File: src/rtl/id_stage_reg.sv
// ID/EX pipeline register: latches decode outputs, applies reset/freeze/flush/bubble/cond-fail
// priority, and keeps saturating bubble and flush counters for performance debug.
module id_stage_reg (
    input  logic        clk,
    input  logic        rst,
    input  logic        freeze,
    input  logic        flush,
    input  logic        hazard,
    input  logic        cond_pass,
    input  logic [31:0] pc_in,
    input  logic [31:0] val_rn_in,
    input  logic [31:0] val_rm_in,
    input  logic [3:0]  EX_command_in,
    input  logic        mem_read_in,
    input  logic        mem_write_in,
    input  logic        WB_en_in,
    input  logic        B_in,
    input  logic        S_in,
    input  logic        imm_in,
    input  logic [11:0] shift_operand_in,
    input  logic [23:0] signed_imm_24_in,
    input  logic [3:0]  dest_in,
    input  logic [3:0]  src1_in,
    input  logic [3:0]  src2_in,
    input  logic        carry_in,
    output logic [31:0] pc_out,
    output logic [31:0] val_rn_out,
    output logic [31:0] val_rm_out,
    output logic [3:0]  EX_command_out,
    output logic        mem_read_out,
    output logic        mem_write_out,
    output logic        WB_en_out,
    output logic        B_out,
    output logic        S_out,
    output logic        imm_out,
    output logic [11:0] shift_operand_out,
    output logic [23:0] signed_imm_24_out,
    output logic [3:0]  dest_out,
    output logic [3:0]  src1_out,
    output logic [3:0]  src2_out,
    output logic        carry_out,
    output logic        valid_out,
    output logic [15:0] bubble_count,
    output logic [15:0] flush_count
);

    typedef struct packed {
        logic [31:0] pc;
        logic [31:0] val_rn;
        logic [31:0] val_rm;
        logic [3:0]  ex_cmd;
        logic        mem_read;
        logic        mem_write;
        logic        wb_en;
        logic        b;
        logic        s;
        logic        imm;
        logic [11:0] shift_operand;
        logic [23:0] signed_imm_24;
        logic [3:0]  dest;
        logic [3:0]  src1;
        logic [3:0]  src2;
        logic        carry;
    } id_ex_t;

    id_ex_t      w_load;
    id_ex_t      r_q;
    logic        r_valid;
    logic [15:0] r_bubble_cnt;
    logic [15:0] r_flush_cnt;

    // A failed condition keeps the instruction in flight but strips every side effect.
    always_comb begin
        w_load               = '0;
        w_load.pc            = pc_in;
        w_load.val_rn        = val_rn_in;
        w_load.val_rm        = val_rm_in;
        w_load.ex_cmd        = EX_command_in;
        w_load.mem_read      = mem_read_in  & cond_pass;
        w_load.mem_write     = mem_write_in & cond_pass;
        w_load.wb_en         = WB_en_in     & cond_pass;
        w_load.b             = B_in         & cond_pass;
        w_load.s             = S_in         & cond_pass;
        w_load.imm           = imm_in;
        w_load.shift_operand = shift_operand_in;
        w_load.signed_imm_24 = signed_imm_24_in;
        w_load.dest          = dest_in;
        w_load.src1          = src1_in;
        w_load.src2          = src2_in;
        w_load.carry         = carry_in;
    end

    always_ff @(posedge clk) begin
        if (!rst) begin
            r_q          <= '0;
            r_valid      <= 1'b0;
            r_bubble_cnt <= '0;
            r_flush_cnt  <= '0;
        end else if (!freeze) begin
            if (flush) begin
                r_q     <= '0;
                r_valid <= 1'b0;
                if (r_flush_cnt != 16'hFFFF) r_flush_cnt <= r_flush_cnt + 16'd1;
            end else if (hazard) begin
                r_q     <= '0;
                r_valid <= 1'b0;
                if (r_bubble_cnt != 16'hFFFF) r_bubble_cnt <= r_bubble_cnt + 16'd1;
            end else begin
                r_q     <= w_load;
                r_valid <= 1'b1;
            end
        end
    end

    assign pc_out            = r_q.pc;
    assign val_rn_out        = r_q.val_rn;
    assign val_rm_out        = r_q.val_rm;
    assign EX_command_out    = r_q.ex_cmd;
    assign mem_read_out      = r_q.mem_read;
    assign mem_write_out     = r_q.mem_write;
    assign WB_en_out         = r_q.wb_en;
    assign B_out             = r_q.b;
    assign S_out             = r_q.s;
    assign imm_out           = r_q.imm;
    assign shift_operand_out = r_q.shift_operand;
    assign signed_imm_24_out = r_q.signed_imm_24;
    assign dest_out          = r_q.dest;
    assign src1_out          = r_q.src1;
    assign src2_out          = r_q.src2;
    assign carry_out         = r_q.carry;
    assign valid_out         = r_valid;
    assign bubble_count      = r_bubble_cnt;
    assign flush_count       = r_flush_cnt;

endmodule

File: config.mk
export PLATFORM = sky130hd
export DESIGN_NAME = id_stage_reg
export DESIGN_NICKNAME = d
export VERILOG_FILES = /design/src/rtl/id_stage_reg.sv
export SDC_FILE = /design/constraint.sdc
export NUM_CORES = 1
export LEC_CHECK = 0
export BUFFER_PORTS_ARGS = -buffer_cell sky130_fd_sc_hd__clkbuf_2
export CAP_MARGIN = 5
export CORE_ASPECT_RATIO = 0.9
export CORE_MARGIN = 8
export CORE_UTILIZATION = 45
export CTS_BUF_LIST = sky130_fd_sc_hd__clkbuf_16
export CTS_CLUSTER_DIAMETER = 60
export CTS_CLUSTER_SIZE = 25
export DETAILED_ROUTE_END_ITERATION = 10
export HOLD_SLACK_MARGIN = 0.12
export MAX_ROUTING_LAYER = met4
export PLACE_DENSITY = 0.86
export SLEW_MARGIN = 20
export SYNTH_ARGS = -nofsm -noshare
export SYNTH_HDL_FRONTEND = slang
export SYNTH_SLANG_ARGS = --single-unit
File: constraint.sdc
create_clock -name clk -period 2.96 [get_ports clk]
set_input_delay 0.296 -clock clk [delete_from_list [all_inputs] [get_ports clk]]
set_output_delay 0.296 -clock clk [all_outputs]
set_load 0.01 [all_outputs]
Yosys cells after proc, flatten, opt, wreduce, memory -nomap -nowiden

Index checks and enable logic that the tools add are counted.

Add/sub/neg operators: 2
Equal/unequal tests: 2
Muxes and demuxes: 4
Bitwise gates (word level): 7
Reductions and logical operators: 2

Operators with widths:

| cell                    | number |
|---|---|
| $mux W155               | 2 |
| $add A16 B1 Y16 const B | 2 |
| $ne A16 B16 Y1 const B  | 2 |
| $and A1 B1 Y1           | 5 |
| $reduce_and A4 Y1       | 1 |
| $reduce_and A3 Y1       | 1 |
| $mux W1                 | 2 |
| $not A1 Y1              | 2 |

Flip-flop bits (word level): 188
Word-level logic and storage cells: 36

Depth between registers and ports, before layout

Gate-level depths: netlist of run 1.

Depth after elaboration: 3
Mapped depth: 7
Depth with buffers taken out: 5

Worst setup path before layout of run 1

OpenSTA, ideal clock, no wires.

Path kind: input-to-reg
From: input port freeze
To: register r_bubble_cnt[13] (netlist: bubble_count[13])
Arrival: 2.148 ns
Data required time: 2.889 ns
Slack: 0.741 ns
Stages: 7
Cells stage by stage: buf_6 or3b_1 buf_2 or4_1 buf_2 or4_1 a21oi_1

Cells in the longest elaborated chain, start to end: 2

Ends and longest elaborated chain:

| item                        | RTL line | source |
|---|---|---|
| start, declared             | 6        | `input logic freeze,` |
| $not A1 Y1 (no line)        | --       |  |
| $reduce_and A4 Y1 (no line) | --       |  |
| end signal, assigned        | 107      | `if (r_bubble_cnt != 16'hFFFF) r_bubble_cnt <= r_bubble_cnt + 16'd1;` |
| end, declared               | 69       | `logic [15:0] r_bubble_cnt;` |

No other way between the ends.
A chain may end at the register's enable or synchronous reset.

Worst setup path after layout of run 1

From: register r_flush_cnt[0] (netlist: flush_count[0])
To: register r_flush_cnt[14] (netlist: flush_count[14])

Cells in the longest elaborated chain, start to end: 2
Elaborated cells on any way between the ends: 3
Classes of those cells: add/sub (1); eq/ne (1); reduce/logical (1)

Ends and longest elaborated chain:

| item                                                                    | RTL line | source |
|---|---|---|
| start, declared                                                         | 70       | `logic [15:0] r_flush_cnt;` |
| start signal, assigned                                                  | 103      | `if (r_flush_cnt != 16'hFFFF) r_flush_cnt <= r_flush_cnt + 16'd1;` |
| parallel branches: the longest is 2 deep, another holds $add A16 B1 Y16 | --       |  |

Several ways; the timed one is not identified.

==> impl_metrics.csv, run 1 <==
group,metric,value,unit
sta,worstMarginPinSlew,0.924,ns
routing,wire_per_inst,19.0,um
grt,grt_pass1_vias,7698,
synth,synth_area_per_cell,9.35,um^2
floorplanning,dieHeight,132,um
cts,root_buffer,"clkbuf_16",
grt,antenna_found_initial,0,
sta,skew,0.00660,ns
run,cap_violations,0,
synth,ys_async_sr_fraction,0,%
finish,syn2layout_area_growth,55.2,%
placed_design,place_congestion,0.869,
cts,clk_latency,0.42,ns
finish,layout-drive-gt1-share,33.6,%
sta,hold_violations,0,
floorplanning,fp-row-count,42,
pwr,powerDensity,520,mW/mm^2
placed_design,portBuffers,348,
pwr,vdd_drop_max,353,uV
worst_setup_path,arrival,2.42,ns
synth,synth_cells,720,
sta,setup_tns,0,ns
cts,cts_tree,"done",
pwr,p_leak,4.58,nW
finish,layout_commonest_cell,"clkbuf_2",
floorplanning,coreArea,0.0147,mm^2
cts,clock-sinks,188,
routing,drt_iter0_drc,601,
synth,ys_ff_latch,188,
sta,fin_hold_ws,0.133,ns
floorplanning,die_w,145,um
placed_design,dp_slack,0.589,ns
synth,synth_warnings,0,
synth,synthFlopType,"dfxtp_1",
routing,drc,0,
worst_setup_path,startpoint_type,"register",
synth,synth_area,0.00674,mm^2
finish,fin_cells,1373,
synth,yosys.cell_types.count,39,
routing,routed_via_density,5.53,
worst_setup_path,crit_required,3.27,ns
cts,clk_pin_slew,0.07,ns
grt,gr-total-overflow,0,
routing,postRouteAntennaNets,0,
hold_path,hp-class,"in2reg",
cts,cts_buffer_depth,2,
routing,drt-total-wl,26000,um
sta,grt_setup_unrepaired,"false",
sta,relSlewSlack,38.4,%
worst_setup_path,critPathMaxFanout,8,
floorplanning,initial_utilization,45.9,%
worst_setup_path,criticalPathCategory,"reg2reg",
cts,postCtsSetupRepairBufs,0,
synth,synth_enable_flop_cells,0,
sta,setup_viol,0,
routing,first_pass_iters,5,
grt,grt_pass1_wl,40700,um
synth,ys_seq_area_share,55.9,%
finish,nets,1323,
placed_design,place_hpwl,16100,um
routing,vias,7598,
sta,fmax,475,MHz
finish,final_cell_mix,"clkbuf_2 (347), dfxtp_1 (188), nor2_1 (159), a22oi_1 (150), dlygate4sd3_1 (125)",
worst_setup_path,endpoint_kind,"register",
sta,finalCritPeriodShare,71.1,%
sta,period_minus_slack,2.11,ns
synth,syn_nets,883,
sta,setup_ws,0.854,ns
status,status,"finished, final reports clean",
placed_design,dp_cells,1214,
floorplanning,ios,349,
grt,grt_max_degree,98,
grt,grtUsageTotal,26.7,%
cts,cts_buffers,17,
finish,final_util,71.3,%
sta,drv_slew,0,
cts,cts-htree-levels,4,
floorplanning,dieArea,0.0191,mm^2
report_power, final:
| part | internal, mW | leakage [nW] | switching, mW |
|---|---|---|---|
| sequential | 2.58 | 1.52 | 0.0327 |
| combinational | 0.280 | 2.78 | 0.273 |
| clock | 1.26 | 0.284 | 1.01 |
routing by layer:
layer	vias to the layer above	part of all wire (%)	track usage (%)
met1	3585	39	29.0
li1	3507	-	-
met3	85	7.6	6.83
met5	-	0	-
met2	421	49	44.5
met4	0	4.7	14.5
state kept, by name (all words and copies together), names as in the netlist, 12 cells and up:
register,count
flush_count,16
signed_imm_24_out,24
shift_operand_out,12
val_rn_out,32
pc_out,32
val_rm_out,32
bubble_count,16
cell usage after synthesis (2+ instances only):
cell	instances	area, um^2
mux2i_1	7	70.1
dfxtp_1	188	3760
a22oi_1	150	1130
buf_1	4	15.0
nand3_1	6	30.0
nor3_1	4	20.0
nor4_1	4	25.0
or2_2	3	18.8
and4_1	2	17.5
nand4_1	11	68.8
o21ai_0	10	50.1
clkbuf_1	54	203
a21oi_1	24	120
a211oi_1	2	15.0
nand2b_1	7	43.8
buf_2	2	10.0
inv_1	5	18.8
or3_1	7	43.8
nand2_1	20	75.1
or4_1	14	105
o31ai_1	12	90.1
nor2_1	159	597
and3_1	2	12.5
nand3b_1	2	15.0
a32oi_1	5	43.8
ha_1	2	25.0
a31oi_1	2	12.5
timing repair:
action	CTS	global route
endpoints found under the hold margin	125	0
hold buffers	125	0
gates resized for setup	0	0
per-stage QoR:
step                cell area (um^2)  power, mW
finish                         10500       5.44
detailed placement              8610       3.07
CTS                            10500       5.45
floorplan                       6740       2.86
global placement                8610       3.05
global route                   10500       5.62
cell type report:
type	instances	area, um^2
clock inverters	15	166
flip-flops and latches	188	3760
repair buffers	482	3100
fillers	952	4210
multi-input cells	465	2720
inverters	6	25.0
diodes	2	5.00
clock buffers	17	425
well taps	198	248
worst max-delay path: stages, from the launching register on:
cell and delay, ns:
dfxtp_1 0.39, ha_1 0.25, nand3b_1 0.20, or3_1 0.46
or4_1 0.50, and3_1 0.19
cells by family after synthesis:
logic type	synth area share (%)
simple gates	16.5
compound gates	22.3
flops	55.9
buf+inv	3.88
mux	1.04
fa+ha+maj	0.371
worst paths after layout:
kind | endpoint | slack (ns) | startpoint | cells past startpoint
max | flush_count[14]$_SDFFE_PN0P_ | 0.85 | flush_count[0]$_SDFFE_PN0P_ | 5
max reg2reg | flush_count[14]$_SDFFE_PN0P_ | 0.85 | flush_count[0]$_SDFFE_PN0P_ | 5
min | val_rm_out[9]$_SDFFE_PN0N_ | 0.13 | val_rm_in[9] | 3
min reg2reg | flush_count[6]$_SDFFE_PN0P_ | 0.47 | flush_count[6]$_SDFFE_PN0P_ | 1
No activity file was read; power rests on OpenSTA's default activity.
==> run 2, diff against run 1 <==
==> constraint.sdc (replaced) <==
create_clock -name clk -period 2 [get_ports clk]
set_input_delay 0.2 -clock clk [delete_from_list [all_inputs] [get_ports clk]]
set_output_delay 0.2 -clock clk [all_outputs]
set_load 0.01 [all_outputs]
==> impl_metrics.csv, run 2 (same netlist as run 1, synthesis figures left out) <==
group,metric,value,unit
routing,wire_per_inst,20.2,um
hold_path,hp-class,"in2reg",
grt,grt_pass1_vias,8306,
grt,gr-total-overflow,0,
worst_setup_path,startpoint_type,"input pin",
routing,postRouteAntennaNets,0,
finish,nets,1370,
run,cap_violations,0,
placed_design,placed_cell_area,0.00877,mm^2
floorplanning,initial_utilization,45.9,%
placed_design,place_congestion,0.835,
pwr,p_sw_share,25.0,%
routing,drt-total-wl,28800,um
pwr,combPwrFrac,11.4,%
pwr,p_int,6.00,mW
pwr,powerDensity,732,mW/mm^2
floorplanning,die_w,145,um
cts,cts_tree,"done",
status,status,"finished, final reports clean",
cts,postCtsSetupRepairBufs,0,
floorplanning,fp-row-count,42,
cts,clock-sinks,188,
sta,hold_violations,0,
worst_setup_path,crit_chain,"buf_4 -> buf_12 -> nor3_2 -> buf_12 -> a32oi_1 -> dlygate4sd3_1 -> nor2_1",
sta,drv_slew,0,
floorplanning,coreArea,0.0147,mm^2
grt,grt_pass1_wl,44500,um
grt,grt_max_degree,158,
worst_setup_path,endpoint_kind,"register",
routing,vias,8029,
sta,finalCritPeriodShare,93.2,%
cts,cts_buffers,17,
worst_setup_path,crit_required,2.37,ns
floorplanning,ios,349,
worst_setup_path,criticalPathCategory,"in2reg",
placed_design,dp_cells,1228,
worst_setup_path,arrival,2.23,ns
routing,first_pass_iters,5,
sta,setup_tns,0,ns
sta,setup_viol,0,
sta,relSlewSlack,47.0,%
sta,fin_hold_ws,0.170,ns
finish,multi_input_area,0.00274,mm^2
sta,grt_setup_unrepaired,"false",
cts,clk_pin_slew,0.07,ns
finish,fin_area,0.0109,mm^2
cts,cts-htree-levels,4,
sta,skew,0.00702,ns
floorplanning,dieHeight,132,um
pwr,vdd_drop_max,640,uV
cts,root_buffer,"clkbuf_16",
finish,final_cell_mix,"clkbuf_2 (347), dfxtp_1 (187), nor2_1 (159), dlygate4sd3_1 (158), a22oi_1 (150)",
worst_setup_path,crit_top_cell,"buf_12",
grt,grtUsageTotal,29.5,%
floorplanning,dieArea,0.0191,mm^2
finish,syn2layout_area_growth,62.3,%
finish,layout-drive-gt1-share,33.8,%
sta,period_minus_slack,1.86,ns
finish,fillers,896,
worst_setup_path,critPathMaxFanout,157,
pwr,p_clk_share,40.2,%
finish,seqCellArea,0.00376,mm^2
pwr,power_frac_seq,48.4,%
sta,worstMarginPinSlew,0.794,ns
cts,cts_buffer_depth,2,
finish,fin_cells,1426,
pwr,p_leak,4.78,nW
finish,layout_commonest_cell,"clkbuf_2",
pwr,finalPower,8.00,mW
routing,routed_via_density,5.63,
routing,drc,0,
cts,clk_latency,0.43,ns
pwr,power.switching,2.00,mW
placed_design,portBuffers,348,
sta,fmax,536,MHz
worst_setup_path,cp_slowest_cell,"dlygate4sd3_1",
routing,drt_iter0_drc,724,
placed_design,place_hpwl,16300,um
worst_setup_path,max_stage_delay,0.62,ns
grt,antenna_found_initial,8,
-- run 2: layer usage --
metal	part of all wire (%)	global-route usage (%)	vias up
li1	-	-	3606
met1	37	31.3	3823
met5	0	-	-
met4	4.6	15.9	0
met3	8.7	8.27	101
met2	50	49.3	499
-- run 2: worst paths after layout --
| path | endpoint | slack [ns] | from | cells after the start |
|---|---|---|---|---|
| max reg2reg | flush_count[11]$_SDFFE_PN0P_ | 0.14 | flush_count[4]$_SDFFE_PN0P_ | 4 |
| min reg2reg | flush_count[5]$_SDFFE_PN0P_ | 0.50 | flush_count[5]$_SDFFE_PN0P_ | 2 |
| min | WB_en_out$_SDFFE_PN0N_ | 0.17 | cond_pass | 3 |
| max | S_out$_SDFFE_PN0N_ | 0.14 | freeze | 7 |
-- run 2: stage by stage --
stage / utilization [%] / setup WS [ns]
6_report: 74.5 / 0.135
5_1_grt: 74.5 / 0.00648
4_1_cts: 74.3 / 0.0163
3_5_place_dp: 59.8 / 0.0476
3_3_place_gp: 59.8 / 0.124
2_1_floorplan: - / 0.0295
-- run 2: critical path, delay by kind of cell --
family / cells / cell delay, ns
AOI/OAI and AO/OA: 1 / 0.18
buffers and inverters: 4 / 1.28
and+or+nand+nor: 2 / 0.49
-- run 2: cell type report --
type | count | share of cell area [%]
diodes | 9 | 0.206
clock buffers | 17 | 3.89
clock inverters | 14 | 1.09
inverters | 6 | 0.229
multi-input cells | 465 | 25.1
flip-flops and latches | 188 | 34.4
well taps | 198 | 2.27
repair buffers | 529 | 32.8
-- run 2: power groups by stage --
stage                     combinational (mW)  sequential, mW  clock [mW]
final                                  0.912            3.87        3.22
after global placement                 0.602            3.94           0
after detailed placement               0.617            3.95           0
after CTS                              0.868            3.86        3.22
after global routing                   0.968            3.88        3.40
after floorplan                        0.247            3.98           0
-- run 2: what timing repair did --
item / 4_1_cts / 5_1_grt
resized for setup: 0 / 4
endpoints found under the hold margin: 155 / 0
hold buffers: 158 / 0
setup endpoints to repair: 0 / 4
==> run 3, diff against run 2 <==
--- a/config.mk
+++ b/config.mk
@@ -7,7 +7,6 @@
 export LEC_CHECK = 0
 export BUFFER_PORTS_ARGS = -buffer_cell sky130_fd_sc_hd__clkbuf_2
 export CAP_MARGIN = 5
-export CORE_ASPECT_RATIO = 0.9
 export CORE_MARGIN = 8
 export CORE_UTILIZATION = 45
 export CTS_BUF_LIST = sky130_fd_sc_hd__clkbuf_16
==> impl_metrics.csv, run 3 (same netlist as run 1, synthesis figures left out) <==
group,metric,value,unit
status,status,"finished, final reports clean",
sta,drv_slew,0,
grt,grt_max_degree,104,
cts,clk_pin_slew,0.07,ns
sta,relSlewSlack,26.8,%
routing,vias,8081,
worst_setup_path,max_stage_delay,0.48,ns
placed_design,portBuffers,348,
floorplanning,dieArea,0.0191,mm^2
pwr,vdd_drop_max,537,uV
grt,antenna_found_initial,7,
cts,cts-htree-levels,4,
routing,postRouteAntennaNets,0,
cts,cts_buffer_depth,2,
finish,syn2layout_area_growth,60.8,%
routing,drt-total-wl,28700,um
worst_setup_path,crit_family,"simple AND/OR/NAND/NOR gates",
pwr,p_leak,4.75,nW
hold_path,hp-class,"in2reg",
sta,grt_setup_unrepaired,"false",
worst_setup_path,crit_chain,"nand4_1 -> or3_4 -> or4_1 -> and3_1",
cts,clock-sinks,188,
worst_setup_path,startpoint_type,"register",
pwr,combPwrFrac,11.2,%
worst_setup_path,crit_required,2.31,ns
grt,grt_pass1_vias,8162,
grt,gr-total-overflow,0,
pwr,power.switching,2.07,mW
run,cap_violations,0,
routing,routed_via_density,5.76,
worst_setup_path,endpoint_kind,"register",
cts,cts_tree,"done",
pwr,powerDensity,738,mW/mm^2
sta,period_minus_slack,1.88,ns
routing,drc,0,
sta,worstMarginPinSlew,1.10,ns
sta,hold_violations,0,
floorplanning,fp-row-count,44,
sta,setup_tns,0,ns
sta,setup_ws,0.116,ns
grt,grt_pass1_wl,44100,um
sta,skew,0.00542,ns
floorplanning,initial_utilization,46.2,%
floorplanning,die_w,138,um
finish,final_cell_mix,"clkbuf_2 (347), dfxtp_1 (187), nor2_1 (159), dlygate4sd3_1 (155), a22oi_1 (150)",
placed_design,dp_slack,0.0798,ns
placed_design,place_hpwl,16200,um
worst_setup_path,path_buf_inv,0,
floorplanning,dieHeight,138,um
pwr,p_clk_share,40.4,%
routing,first_pass_iters,6,
cts,cts_buffers,17,
grt,grtUsageTotal,29.0,%
worst_setup_path,cp_slowest_cell,"or4_1",
sta,setup_viol,0,
cts,root_buffer,"clkbuf_16",
floorplanning,coreArea,0.0146,mm^2
worst_setup_path,criticalPathCategory,"reg2reg",
cts,postCtsSetupRepairBufs,0,
pwr,p_int,5.92,mW
worst_setup_path,critPathMaxFanout,8,
finish,layout_commonest_cell,"clkbuf_2",
floorplanning,ios,349,
pwr,power_frac_seq,48.4,%
sta,finalCritPeriodShare,94.2,%
routing,drt_iter0_drc,566,
pwr,p_sw_share,25.9,%
finish,layout-drive-gt1-share,33.7,%
placed_design,place_congestion,0.861,
finish,fillers,879,
finish,nets,1362,
cts,clk_latency,0.42,ns
sta,fmax,531,MHz
routing,wire_per_inst,20.4,um
worst_setup_path,arrival,2.20,ns
-- run 3: metrics by stage --
| stage | util (%) | cell area, um^2 | std cells | hold WS, ns | total power, mW |
|---|---|---|---|---|---|
| CTS | 74.0 | 10800 | 1396 | 0.142 | 7.95 |
| floorplan | - | 6750 | 720 | 0.344 | 4.23 |
| global route | 74.2 | 10800 | 1403 | 0.170 | 8.26 |
| finish | 74.2 | 10800 | 1403 | 0.163 | 8.00 |
| detailed placement | 59.5 | 8690 | 1209 | 0.438 | 4.55 |
| global placement | 59.5 | 8690 | 1209 | 0.429 | 4.53 |
-- run 3: worst register-to-register path, delay by kind of cell (launching register included) --
family | cells | cell delay [ns]
DFF | 1 | 0.41
and+or+nand+nor | 4 | 1.37
-- run 3: power groups by stage --
stage	sequential (mW)	clock, mW	combinational (mW)
after CTS	3.86	3.24	0.846
after global routing	3.88	3.43	0.950
final	3.87	3.23	0.895
after floorplan	3.98	0	0.247
after detailed placement	3.95	0	0.598
after global placement	3.94	0	0.586
-- run 3: layer usage --
metal  routed length (um)  up-vias  GRT usage (%)
met5                    0        -              -
met2                14400      526           49.5
met1                10100     3840           28.9
met4                 1490        0           15.8
li1                     -     3594              -
met3                 2670      121           9.45
-- run 3: area by class of cell --
cell class,instances,area (um^2),area share [%]
inverters,6,25.0,0.231
multi-input cells,465,2740,25.3
repair buffers,521,3490,32.3
flip-flops and latches,188,3760,34.8
clock inverters,15,130,1.20
diodes,7,17.5,0.162
well taps,184,230,2.13
clock buffers,17,425,3.93
-- run 3: worst paths after layout --
path / start / endpoint / slack [ns] / cells past startpoint
worst max register to register: flush_count[4]$_SDFFE_PN0P_ / flush_count[14]$_SDFFE_PN0P_ / 0.12 / 4
worst min-delay path: rst / pc_out[5]$_SDFFE_PN0N_ / 0.16 / 3
worst min register to register: flush_count[6]$_SDFFE_PN0P_ / flush_count[6]$_SDFFE_PN0P_ / 0.48 / 1
worst max-delay path: flush_count[4]$_SDFFE_PN0P_ / flush_count[14]$_SDFFE_PN0P_ / 0.12 / 4
-- run 3: what timing repair did --
| action | in CTS | in global routing |
|---|---|---|
| setup endpoints to repair | 0 | 2 |
| hold buffers | 155 | 0 |
| hold endpoints to repair | 155 | 0 |
| resized for setup | 0 | 4 |
